`src/rtl/vram_arbiter.sv`:
```
`default_nettype none
// ============================================================================
// Module  : vram_arbiter
// Purpose : Shares one single-port synchronous video RAM between scan-out
//           reads, a single buffered writer and a clear-screen fill sequencer.
//           Optional macro VRAM_BYPASS_EN forwards writes to VgaData_o instead
//           of refetching.
// Rev     : 1.0  initial release
// ============================================================================
module vram_arbiter #(
    parameter int ADDR_WIDTH = 11,
    parameter int DATA_WIDTH = 8
) (
    input  logic                  Clock,
    input  logic                  Reset,
    input  logic [ADDR_WIDTH-1:0] VgaAddress_i,
    output logic [DATA_WIDTH-1:0] VgaData_o,
    input  logic                  WrValid_i,
    output logic                  WrReady_o,
    input  logic [ADDR_WIDTH-1:0] WrAddress_i,
    input  logic [DATA_WIDTH-1:0] WrData_i,
    input  logic                  ClearStart_i,
    input  logic [DATA_WIDTH-1:0] ClearPattern_i,
    output logic                  ClearBusy_o,
    output logic [ADDR_WIDTH-1:0] RamAddress_o,
    output logic [DATA_WIDTH-1:0] RamData_o,
    output logic                  RamWrite_o,
    input  logic [DATA_WIDTH-1:0] RamData_i
);

    logic [ADDR_WIDTH-1:0] fetch_addr;
    logic                  fetch_valid;
    logic                  refetch;
    logic                  hold_full;
    logic [ADDR_WIDTH-1:0] hold_addr;
    logic [DATA_WIDTH-1:0] hold_data;
    logic [ADDR_WIDTH-1:0] clear_cnt;
    logic [DATA_WIDTH-1:0] clear_pat;
    logic                  clear_last;
    logic                  rd_pipe1;
    logic                  rd_pipe2;

    logic                  need_fetch;
    logic                  do_hold;
    logic                  do_clear;
    logic                  do_write;
    logic                  write_hits;
    logic [ADDR_WIDTH-1:0] wr_addr;
    logic [DATA_WIDTH-1:0] wr_data;
    logic                  accept_wr;
    logic                  accept_clr;
    logic                  busy_next;

    // Slot priority: scan-out fetch, then held write, then one clear step.
    always_comb begin
        need_fetch = !fetch_valid || (VgaAddress_i != fetch_addr) || refetch;
        do_hold    = !need_fetch && hold_full;
        do_clear   = !need_fetch && !hold_full && ClearBusy_o && !clear_last;
        do_write   = do_hold || do_clear;
        wr_addr    = do_hold ? hold_addr : clear_cnt;
        wr_data    = do_hold ? hold_data : clear_pat;
        write_hits = do_write && (wr_addr == fetch_addr);
        accept_wr  = WrValid_i && WrReady_o;
        accept_clr = ClearStart_i && !ClearBusy_o;
        busy_next  = accept_clr || (ClearBusy_o && !clear_last);
    end

    always_ff @(posedge Clock) begin
        if (Reset) begin
            RamAddress_o <= '0;
            RamData_o    <= '0;
            RamWrite_o   <= 1'b0;
            fetch_addr   <= '0;
            fetch_valid  <= 1'b0;
            refetch      <= 1'b0;
        end else if (need_fetch) begin
            RamAddress_o <= VgaAddress_i;
            RamWrite_o   <= 1'b0;
            fetch_addr   <= VgaAddress_i;
            fetch_valid  <= 1'b1;
            refetch      <= 1'b0;
        end else if (do_write) begin
            RamAddress_o <= wr_addr;
            RamData_o    <= wr_data;
            RamWrite_o   <= 1'b1;
`ifdef VRAM_BYPASS_EN
            refetch      <= 1'b0;
`else
            refetch      <= write_hits;
`endif
        end else begin
            RamWrite_o   <= 1'b0;
        end
    end

    // Ready is derived from the registered hold state, so it reopens one
    // cycle after the held write appears on the RAM bus.
    always_ff @(posedge Clock) begin
        if (Reset) begin
            hold_full <= 1'b0;
            hold_addr <= '0;
            hold_data <= '0;
            WrReady_o <= 1'b1;
        end else begin
            if (accept_wr) begin
                hold_full <= 1'b1;
                hold_addr <= WrAddress_i;
                hold_data <= WrData_i;
            end else if (do_hold) begin
                hold_full <= 1'b0;
            end
            WrReady_o <= !hold_full && !accept_wr && !busy_next;
        end
    end

    // clear_last marks the cycle after the top address was issued; the
    // wrapped counter is ignored during it.
    always_ff @(posedge Clock) begin
        if (Reset) begin
            ClearBusy_o <= 1'b0;
            clear_cnt   <= '0;
            clear_pat   <= '0;
            clear_last  <= 1'b0;
        end else if (accept_clr) begin
            ClearBusy_o <= 1'b1;
            clear_cnt   <= '0;
            clear_pat   <= ClearPattern_i;
            clear_last  <= 1'b0;
        end else if (clear_last) begin
            ClearBusy_o <= 1'b0;
            clear_last  <= 1'b0;
        end else if (do_clear) begin
            clear_cnt   <= clear_cnt + 1'b1;
            clear_last  <= (clear_cnt == {ADDR_WIDTH{1'b1}});
        end
    end

`ifdef VRAM_BYPASS_EN
    logic                  byp_pipe1;
    logic                  byp_pipe2;
    logic [DATA_WIDTH-1:0] byp_data1;
    logic [DATA_WIDTH-1:0] byp_data2;

    always_ff @(posedge Clock) begin
        if (Reset) begin
            byp_pipe1 <= 1'b0;
            byp_pipe2 <= 1'b0;
            byp_data1 <= '0;
            byp_data2 <= '0;
        end else begin
            byp_pipe1 <= write_hits;
            byp_data1 <= wr_data;
            byp_pipe2 <= byp_pipe1;
            byp_data2 <= byp_data1;
        end
    end
`endif

    always_ff @(posedge Clock) begin
        if (Reset) begin
            VgaData_o <= '0;
            rd_pipe1  <= 1'b0;
            rd_pipe2  <= 1'b0;
        end else begin
            rd_pipe1 <= need_fetch;
            rd_pipe2 <= rd_pipe1;
`ifdef VRAM_BYPASS_EN
            if (byp_pipe2)
                VgaData_o <= byp_data2;
            else if (rd_pipe2)
                VgaData_o <= RamData_i;
`else
            if (rd_pipe2)
                VgaData_o <= RamData_i;
`endif
        end
    end

endmodule
`default_nettype wire
```
`config.mk`:
```
export PLATFORM = sky130hd
export DESIGN_NAME = vram_arbiter
export DESIGN_NICKNAME = d
export VERILOG_FILES = /design/src/rtl/vram_arbiter.sv
export SDC_FILE = /design/constraint.sdc
export NUM_CORES = 1
export LEC_CHECK = 0
export BUFFER_PORTS_ARGS = -buffer_cell sky130_fd_sc_hd__buf_2
export CORE_ASPECT_RATIO = 0.7
export CORE_MARGIN = 3
export CORE_UTILIZATION = 58
export CTS_CLUSTER_SIZE = 10
export DETAILED_ROUTE_END_ITERATION = 8
export PLACE_DENSITY = 0.92
export REMOVE_ABC_BUFFERS = 1
export SLEW_MARGIN = 30
export SYNTH_ARGS = -nofsm -noshare
export SYNTH_HDL_FRONTEND = slang
export SYNTH_SLANG_ARGS = --single-unit
```
`constraint.sdc`:
```
create_clock -name Clock -period 3.3 [get_ports Clock]
set_clock_uncertainty 0.05 [all_clocks]
set_input_delay 0.66 -clock Clock [delete_from_list [all_inputs] [get_ports Clock]]
set_output_delay 0.66 -clock Clock [all_outputs]
set_load 0.01 [all_outputs]
```
* After elaboration in Yosys (flattened, before gate mapping) *
Cells that the tools add are included.
Widths: inputs -> output; s select.

storage, ports and cells
  register bits after elaboration = 85
  input bits = 50
  output and inout port bits = 30
  word-level logic and storage cells = 62

operators by class
  add/sub/neg operators = 1
  equality and inequality tests = 3
  mux-type cells = 9
  bitwise gates (word level) = 3
  reductions and logical operators = 29

operators with widths
  operator               number
  $mux 11                3
  $add 11x1->11 const B  1
  $eq 11x11->1           1
  $eq 11x11->1 const B   1
  $ne 11x11->1           1
  $logic_and 1x1->1      10
  $mux 8                 1
  $logic_not 1->1        7
  $reduce_bool 2->1      3
  $mux 1                 5
  $logic_or 1x1->1       4
  $reduce_and 2->1       2
  $reduce_or 2->1        2
  $reduce_or 4->1        1
  $not 1->1              3

* Longest topological paths before layout *
Gate-level depths: netlist of run 1.

  word-level depth = 10
  mapped depth = 9
  depth with buffers taken out = 7

* Worst setup path after synthesis of run 1 *
No wires, ideal clock.

  kind = input to register
  start = input VgaAddress_i[1]
  end = register refetch
  setup time = 0.060 ns
  arrival time = 2.361 ns
  path slack = 0.829 ns
  cell stages on the path = 6
  path through = xnor2_1 and4_4 nand4_4 or4_4 a2111oi_2 o2111a_1

on the way
  word-level cells in the longest chain between the ends = 9
  elaborated cells between the ends (all ways) = 13
  classes of those cells = eq/ne (2); mux (1); reduce/logical (10)

RTL lines
  what                                             line  source
  start: declaration                               16    input logic [ADDR_WIDTH-1:0] VgaAddress_i,
  $ne 11x11->1 *                                   56    need_fetch = !fetch_valid || (VgaAddress_i != fetch_addr) || refetch;
  $logic_or 1x1->1 * (2 in a row)                  56
  branches (longest 6 deep; another with $mux 11)  n/a
  end signal: assignment                           89    refetch <= write_hits;
  end: declaration                                 33    logic refetch;

Mark *: on every way between the ends.
A chain may end at the register's enable or synchronous reset.

* Worst setup path after layout of run 1 *
  start = input VgaAddress_i[0]
  end = register refetch

The elaborated chain is that of the path after synthesis.

==> results.cfg, run 1 <==
[timing]
setup_violations = 0
finalSetupTns_ps = 0
period_needed_ps = 2420
slew_headroom_pct = 43.1
finalCritPeriodShare_pct = 73.5
rsz0062_at_grt = false
fmax_mhz = 413
hold_viol_final = 0
slew_violations = 0
tightest_slew_ps = 854

[clocking]
htree_num_levels = 3
clock_sinks = 85
post_cts_buffers = 0
cts_buffers = 9
ctsResizeCount = 0
clockBufferDepth = 2
path_clk_slew_ps = 80
cts_root_buf = clkbuf_8
cts_hold_buf = 0
clk_latency_ps = 360
cts_tree = yes

[place]
port_buffers = 79
hpwl_mm = 6.49
place_congestion = 0.967
place_area_um2 = 4030
post-place-cells = 547

[yosys]
async_reset_ff_share_pct = 0
ys_top_cells_by_area = dfxtp_1 47%, mux2i_1 7.8%, nand2_1 6.3%, a21oi_1 6.0%, nor2_1 5.6%
synth_ff_type = dfxtp_1
ys_types = 38
syn_avg_cell_area_um2 = 8.75
yosysWarningCount = 0
syn-cell-area_um2 = 3600
synth_top_area_share_pct = 47.2
synth_seq_area_share_pct = 47.2
yosysTopAreaCell = dfxtp_1
synth_edf_count = 0
synth_seq_cells = 85
syn-instance-count = 412

[worst_setup_path]
crit_slowest_cell = or4_4
r2r_start = fetch_addr[10]
r2r_setup_slack_ps = 890
crit_fanout = 9
worstSetupStartpointType = input port
cp.arrival_ps = 2680
worstSetupPathType = input port to flop
max_stage_delay_ps = 590
startpoint = VgaAddress_i[0]
worst_setup_path_end_kind = flop
critPathRequiredTime_ps = 3560
cp_cell_sequence = buf_2 > xnor2_1 > and4_4 > nand4_4 > or4_4 > a2111oi_2 > o2111a_1

[final_layout]
stdcell_count = 563
num_antenna_cells = 0
regArea_um2 = 1700
multi_input_area_um2 = 1750
layout-drive-gt1-share_pct = 22.3
finalInstanceArea_um2 = 4250
final_nets = 534
nFillCells = 444
area_delta_synth_final_pct = 18.1

[floorplanning]
start_util_pct = 61.4
rows = 23
io_pins = 80
die_height_um = 71.9
die_x_um = 100
core-area_um2 = 5870
dieArea_um2 = 7210

[worst_hold_path]
min_path_type = flop to flop
hp-start = clear_last

[global_routing]
grt_first_pass_wirelength_mm = 14.9
grt.total_usage_pct = 26.9
grt_max_degree = 39
antenna_found_initial = 0
gr-total-overflow = 0
grt_pass1_vias = 3126

[route]
ant_nets = 0
drt_iter0_markers = 340
wl_per_cell_um = 16.4
vias = 3230
drcViolationCount = 0
firstDrtPassIters = 6
routed_wl_mm = 9.23
viasPerCell = 5.74

[flow_run]
drv_cap = 0

[power]
ir_drop_uv = 462
pwr_density_cell_nw_per_um2 = 507
p_leak_nw = 1.79

[status]
status = completed
state kept, by name, summed over array words and instances (netlist names):
register and flops:
fetch_addr 11, hold_full 1, fetch_valid 1, VgaData_o 8, clear_pat 8, RamWrite_o 1
rd_pipe2 1, clear_cnt 11, RamAddress_o 11, hold_data 8, ClearBusy_o 1, rd_pipe1 1
clear_last 1, hold_addr 11, RamData_o 8, refetch 1, WrReady_o 1
critical path, delay by kind of cell:
kind / cells / cell delay, ps
buffers and inverters: 1 / 110
xor gates and xnor gates: 1 / 260
and+or+nand+nor: 3 / 1080
AOI/OAI and AO/OA: 2 / 580
synthesized netlist by cell type, drive strengths merged, types with 7 or more instances:
library cell  count
dfxtp            85
nand2            60
nor2             54
a21oi            43
mux2i            28
xnor2            23
clkbuf           17
nor2b            15
a211oi           12
inv              11
buf               9
xor2              7
logic make-up (layout without fill, tap and decap cells):
group | after synthesis | count (layout) | share of synthesized area [%]
buf+inv | 37 | 113 | 4.31
mux | 28 | 28 | 7.78
fa+ha+maj | 1 | 1 | 0.347
xor+xnor | 30 | 30 | 7.29
flops | 85 | 85 | 47.2
compound gates | 71 | 71 | 12.3
simple gates | 160 | 160 | 20.8
routing by layer:
metal / up-vias / GRT usage, % / routed length [µm]
met5: - / 0 / 0
met4: 0 / 9.57 / 255
met3: 29 / 9.41 / 792
met2: 160 / 43.3 / 4330
met1: 1514 / 33.8 / 3850
li1: 1527 / - / -
where the power goes:
| part | internal, mW | switching, mW |
|---|---|---|
| Sequential | 1.07 | 0.0350 |
| Combinational | 0.102 | 0.140 |
| Clock | 0.428 | 0.385 |
per-stage QoR:
stage,util [%],setup slack [ps],hold WS [ps],total power [mW]
after global placement,68.7,556,354,1.35
after global routing,72.5,797,394,2.24
after CTS,72.5,915,381,2.16
final,72.5,876,389,2.16
after floorplan,-,665,342,1.26
after detailed placement,68.7,545,369,1.36
cell type report:
cell class / instances / area share [%]
clock inverters: 7 / 2.32
well taps: 75 / 2.21
multi-input cells: 290 / 41.1
flip-flops and latches: 85 / 40.0
clock buffers: 9 / 2.91
repair buffers: 86 / 10.5
inverters: 11 / 0.971
cell usage in the layout (no fill, tap or decap):
cell        instances
and3_1              3
xor2_1              7
or4_4               1
o31ai_1             1
nand4_1             5
clkbuf_8            9
inv_6               1
nand2_1            60
a222oi_1            1
nand3_1             6
and4_1              1
buf_4               7
nor4b_1             1
dfxtp_1            85
buf_2              79
a2111oi_0           1
o2111a_1            1
xnor2_1            23
and2_1              3
bufinv_16           2
a211oi_1           12
nor2b_1            15
nand4_4             1
a21o_1              1
nand2b_1            3
ha_1                1
nor2_1             54
inv_1              11
and4_4              3
a21oi_1            43
nor4_1              1
nor3_1              1
mux2i_1            28
a2111oi_2           1
or3_1               1
a22o_1              5
and3_2              1
o22ai_1             4
a221oi_1            1
clkinvlp_4          4
final timing paths:
kind / endpoint / depth (start not counted)
setup / recovery: refetch / 7
hold reg to reg: clear_last / 1
hold / removal: clear_last / 1
setup reg to reg: refetch / 6
Power figures use the tool's default switching activity.
==> run 2, diff against run 1 <==
--- a/config.mk
+++ b/config.mk
@@ -8,10 +8,10 @@
 export BUFFER_PORTS_ARGS = -buffer_cell sky130_fd_sc_hd__buf_2
 export CORE_ASPECT_RATIO = 0.7
 export CORE_MARGIN = 3
-export CORE_UTILIZATION = 58
+export CORE_UTILIZATION = 54
 export CTS_CLUSTER_SIZE = 10
 export DETAILED_ROUTE_END_ITERATION = 8
-export PLACE_DENSITY = 0.92
+export PLACE_DENSITY = 0.87
 export REMOVE_ABC_BUFFERS = 1
 export SLEW_MARGIN = 30
 export SYNTH_ARGS = -nofsm -noshare
==> constraint.sdc (replaced) <==
create_clock -name Clock -period 2.46 [get_ports Clock]
set_clock_uncertainty 0.05 [all_clocks]
set_input_delay 0.492 -clock Clock [delete_from_list [all_inputs] [get_ports Clock]]
set_output_delay 0.492 -clock Clock [all_outputs]
set_load 0.01 [all_outputs]
==> results.cfg, run 2 (same netlist as run 1, synthesis figures left out) <==
[worst_setup_path]
cp.arrival_ps = 2610
worst_setup_path_end_kind = flop
worstSetupStartpointType = flop
worstSetupPathType = flop to flop
crit_fanout = 3
r2r_cells = 6
critPathRequiredTime_ps = 2710
r2r_start = fetch_addr[4]
rr_endpoint = refetch
r2r_setup_slack_ps = 100

[route]
routed_wl_mm = 8.79
drt_iter0_markers = 106
viasPerCell = 5.20
ant_nets = 0
wl_per_cell_um = 15.0
vias = 3035
drcViolationCount = 0
firstDrtPassIters = 4

[timing]
hold_viol_final = 0
whs_ps = 312
slew_headroom_pct = 49.9
rsz0062_at_grt = false
fmax_mhz = 423
finalSetupTns_ps = 0
slew_violations = 0
tightest_slew_ps = 750
period_needed_ps = 2360
finalCritPeriodShare_pct = 96.1
setup_violations = 0

[power]
p_leak_nw = 1.82
pwr_density_cell_nw_per_um2 = 657
ir_drop_uv = 383

[clocking]
htree_num_levels = 3
ctsResizeCount = 0
post_cts_buffers = 0
clock_sinks = 85
cts_tree = yes
cts_buffers = 9
path_clk_slew_ps = 90
clockBufferDepth = 2
cts_hold_buf = 0
clk_latency_ps = 360
cts_root_buf = clkbuf_8

[place]
port_buffers = 79
place_congestion = 0.919
hpwl_mm = 6.62

[final_layout]
final_cell_mix = 85 x dfxtp_1, 79 x buf_2, 60 x nand2_1
final_nets = 539
area_delta_synth_final_pct = 19.2
mostFrequentLayoutCell = dfxtp_1
num_antenna_cells = 0
layout-drive-gt1-share_pct = 23.1

[worst_hold_path]
hold_path_end = hold_addr[4]
hp-start = WrAddress_i[4]
min_path_cells = 3
min_path_type = input port to flop

[floorplanning]
start_util_pct = 56.9
die_height_um = 74.3
rows = 24
io_pins = 80
core-area_um2 = 6340
die_x_um = 104
dieArea_um2 = 7700

[global_routing]
grt_first_pass_wirelength_mm = 14.3
antenna_found_initial = 0
grt_max_degree = 29
gr-total-overflow = 0
grt_pass1_vias = 2826
grt.total_usage_pct = 23.4

[status]
status = completed

[flow_run]
drv_cap = 0
## run 2: cell types whose count changed in the layout (fill, tap and decap cells not counted), sizes merged
cell,previous run,this run
buf,86,91
bufinv,2,1
clkbuf,9,10
clkinv,0,2
clkinvlp,4,1
inv,12,13
## run 2: how the worst max path moves through the flow
stage	from	to	slack, ps	cells past startpoint
detailed placement	VgaAddress_i[4]	refetch	-80	7
global placement	VgaAddress_i[0]	refetch	-20	7
finish	fetch_addr[4]	refetch	100	6
floorplan	hold_full	refetch	-180	5
global route	fetch_addr[4]	refetch	30	6
CTS	fetch_addr[0]	refetch	130	6
## run 2: stage by stage
| stage | util, % | setup WS, ps | cells | power (mW) | instance area, µm² |
|---|---|---|---|---|---|
| 2_1_floorplan | - | -175 | 386 | 1.68 | 3490 |
| 3_3_place_gp | 64.5 | -15.8 | 568 | 1.82 | 4090 |
| 3_5_place_dp | 64.5 | -79.4 | 568 | 1.83 | 4090 |
| 4_1_cts | 67.8 | 133 | 584 | 2.84 | 4300 |
| 5_1_grt | 67.8 | 34.2 | 584 | 2.94 | 4300 |
| 6_report | 67.8 | 95.3 | 584 | 2.82 | 4300 |
## run 2: power by group
part | switching, mW | internal (mW) | leakage, nW
Sequential | 0.0460 | 1.43 | 0.698
Clock | 0.517 | 0.504 | 0.103
Combinational | 0.183 | 0.140 | 1.02
## run 2: final cells by class
class                   count  area [µm²]
clock inverters             6        68.8
fillers                   547        2040
flip-flops and latches     85        1700
well taps                  91         114
inverters                  11        41.3
repair buffers             91         485
clock buffers              10         138
multi-input cells         290        1750
## run 2: layer usage
| metal | GRT usage [%] | share of wire, % |
|---|---|---|
| met5 | 0 | 0 |
| met4 | 7.52 | 1.1 |
| met3 | 5.46 | 5.7 |
| met2 | 36.1 | 43 |
| met1 | 33.2 | 50 |
## run 2: critical path: stages, from the launching register on
cell and delay, ps:
dfxtp_1 350, xnor2_1 310, and4_4 300, nand4_4 100, or4_4 550, a2111oi_2 390
o2111a_1 240
==> run 3, diff against run 2 <==
--- a/config.mk
+++ b/config.mk
@@ -5,13 +5,13 @@
 export SDC_FILE = /design/constraint.sdc
 export NUM_CORES = 1
 export LEC_CHECK = 0
-export BUFFER_PORTS_ARGS = -buffer_cell sky130_fd_sc_hd__buf_2
 export CORE_ASPECT_RATIO = 0.7
 export CORE_MARGIN = 3
-export CORE_UTILIZATION = 54
+export CORE_UTILIZATION = 62
 export CTS_CLUSTER_SIZE = 10
 export DETAILED_ROUTE_END_ITERATION = 8
-export PLACE_DENSITY = 0.87
+export DONT_BUFFER_PORTS = 1
+export PLACE_DENSITY = 0.85
 export REMOVE_ABC_BUFFERS = 1
 export SLEW_MARGIN = 30
 export SYNTH_ARGS = -nofsm -noshare
==> results.cfg, run 3 (same netlist as run 1, synthesis figures left out) <==
[route]
viasPerCell = 5.88
drcViolationCount = 0
routed_wl_mm = 8.34
vias = 2817
ant_nets = 0
wl_per_cell_um = 17.4
firstDrtPassIters = 4
drt_iter0_markers = 216

[floorplanning]
rows = 22
die_x_um = 97.1
dieArea_um2 = 6780
core-area_um2 = 5420
start_util_pct = 66.5
io_pins = 80
die_height_um = 69.8

[global_routing]
antenna_found_initial = 0
grt_pass1_vias = 2779
grt_first_pass_wirelength_mm = 13.8
grt_max_degree = 68
gr-total-overflow = 0
grt.total_usage_pct = 25.4

[clocking]
clockBufferDepth = 2
post_cts_buffers = 0
clk_latency_ps = 360
path_clk_slew_ps = 90
cts_buffers = 9
htree_num_levels = 3
ctsResizeCount = 0
cts_root_buf = clkbuf_8
cts_tree = yes
cts_hold_buf = 0
clock_sinks = 85

[power]
switching_share_pct = 26.4
combinationalPowerShare_pct = 8.4
seq_power_share_pct = 54.7
clkPwrFrac_pct = 36.9
pwr_density_cell_nw_per_um2 = 714
ir_drop_uv = 495
switchingPower_mw = 0.723
p_int_mw = 2.01
power_mw = 2.74
p_leak_nw = 1.44

[final_layout]
area_delta_synth_final_pct = 6.46
utilization_pct = 70.7
final_cell_mix = 85 x dfxtp_1, 60 x nand2_1, 54 x nor2_1
final_nets = 453
finalInstanceArea_um2 = 3840
num_antenna_cells = 0
layout-drive-gt1-share_pct = 6.88
nFillCells = 454
mostFrequentLayoutCell = dfxtp_1
stdcell_count = 479

[worst_setup_path]
max_stage_delay_ps = 560
r2r_cells = 6
cp_cell_sequence = xnor2_1 > and4_4 > nand4_4 > or4_4 > a2111oi_2 > o2111a_1
crit_fanout = 3
worstSetupStartpointType = flop
cp_top_family = simple AND/OR/NAND/NOR gates
path_buf_inv = 0
cp.arrival_ps = 2600
worst_setup_path_end_kind = flop
r2r_setup_slack_ps = 110
r2r_start = fetch_addr[9]
crit_slowest_cell = or4_4
critPathRequiredTime_ps = 2720
rr_endpoint = refetch
worstSetupPathType = flop to flop

[flow_run]
drv_cap = 0

[worst_hold_path]
hp-start = Reset
min_path_cells = 1
hold_path_end = hold_full
min_path_type = input port to flop

[place]
place_area_um2 = 3630
hpwl_mm = 6.06
pre_cts_slack_ps = 48.4
post-place-cells = 463
place_congestion = 0.916
port_buffers = 0

[timing]
tightest_slew_ps = 808
fmax_mhz = 426
setup_ws_ps = 115
slew_violations = 0
slew_headroom_pct = 46.1
finalSetupTns_ps = 0
period_needed_ps = 2350
hold_viol_final = 0
rsz0062_at_grt = false
whs_ps = 151
setup_violations = 0
finalCritPeriodShare_pct = 95.3

[status]
status = completed
[run 3: cell types whose count changed in the layout (fill, tap and decap cells not counted), sizes merged]
cell | before | now
clkinvlp | 1 | 2
clkbuf | 10 | 9
buf | 91 | 5
[run 3: cell type report]
cell class	count	area [µm²]	area share [%]
multi-input cells	290	1750	45.5
well taps	72	90.1	2.35
clock buffers	9	124	3.23
flip-flops and latches	85	1700	44.4
inverters	11	41.3	1.08
repair buffers	5	50.0	1.30
clock inverters	7	82.6	2.15
[run 3: power groups by stage]
stage / clock, mW / sequential (mW) / combinational [mW]
CTS: 1.03 / 1.50 / 0.230
floorplan: 0 / 1.52 / 0.167
detailed placement: 0 / 1.53 / 0.228
global route: 1.09 / 1.50 / 0.256
finish: 1.01 / 1.50 / 0.231
global placement: 0 / 1.53 / 0.218
[run 3: worst max path at each step]
stage,start,to,slack [ps],depth (start not counted)
2_1_floorplan,hold_full,refetch,-180,5
3_3_place_gp,VgaAddress_i[9],refetch,110,6
3_5_place_dp,VgaAddress_i[9],refetch,50,6
4_1_cts,fetch_addr[9],refetch,150,6
5_1_grt,fetch_addr[9],refetch,80,6
6_report,fetch_addr[9],refetch,110,6
[run 3: layer usage]
metal,share of wire [%],global-route usage (%),vias to the layer above
met5,0,0,-
met4,1.0,6.23,0
met3,8.5,10.1,10
met2,47,39.9,98
met1,43,32.9,1334
li1,-,-,1375
[run 3: worst register-to-register path, stage by stage, from the launching register on]
cell	delay, ps
dfxtp_1	350
xnor2_1	320
and4_4	300
nand4_4	100
or4_4	560
a2111oi_2	380
o2111a_1	240
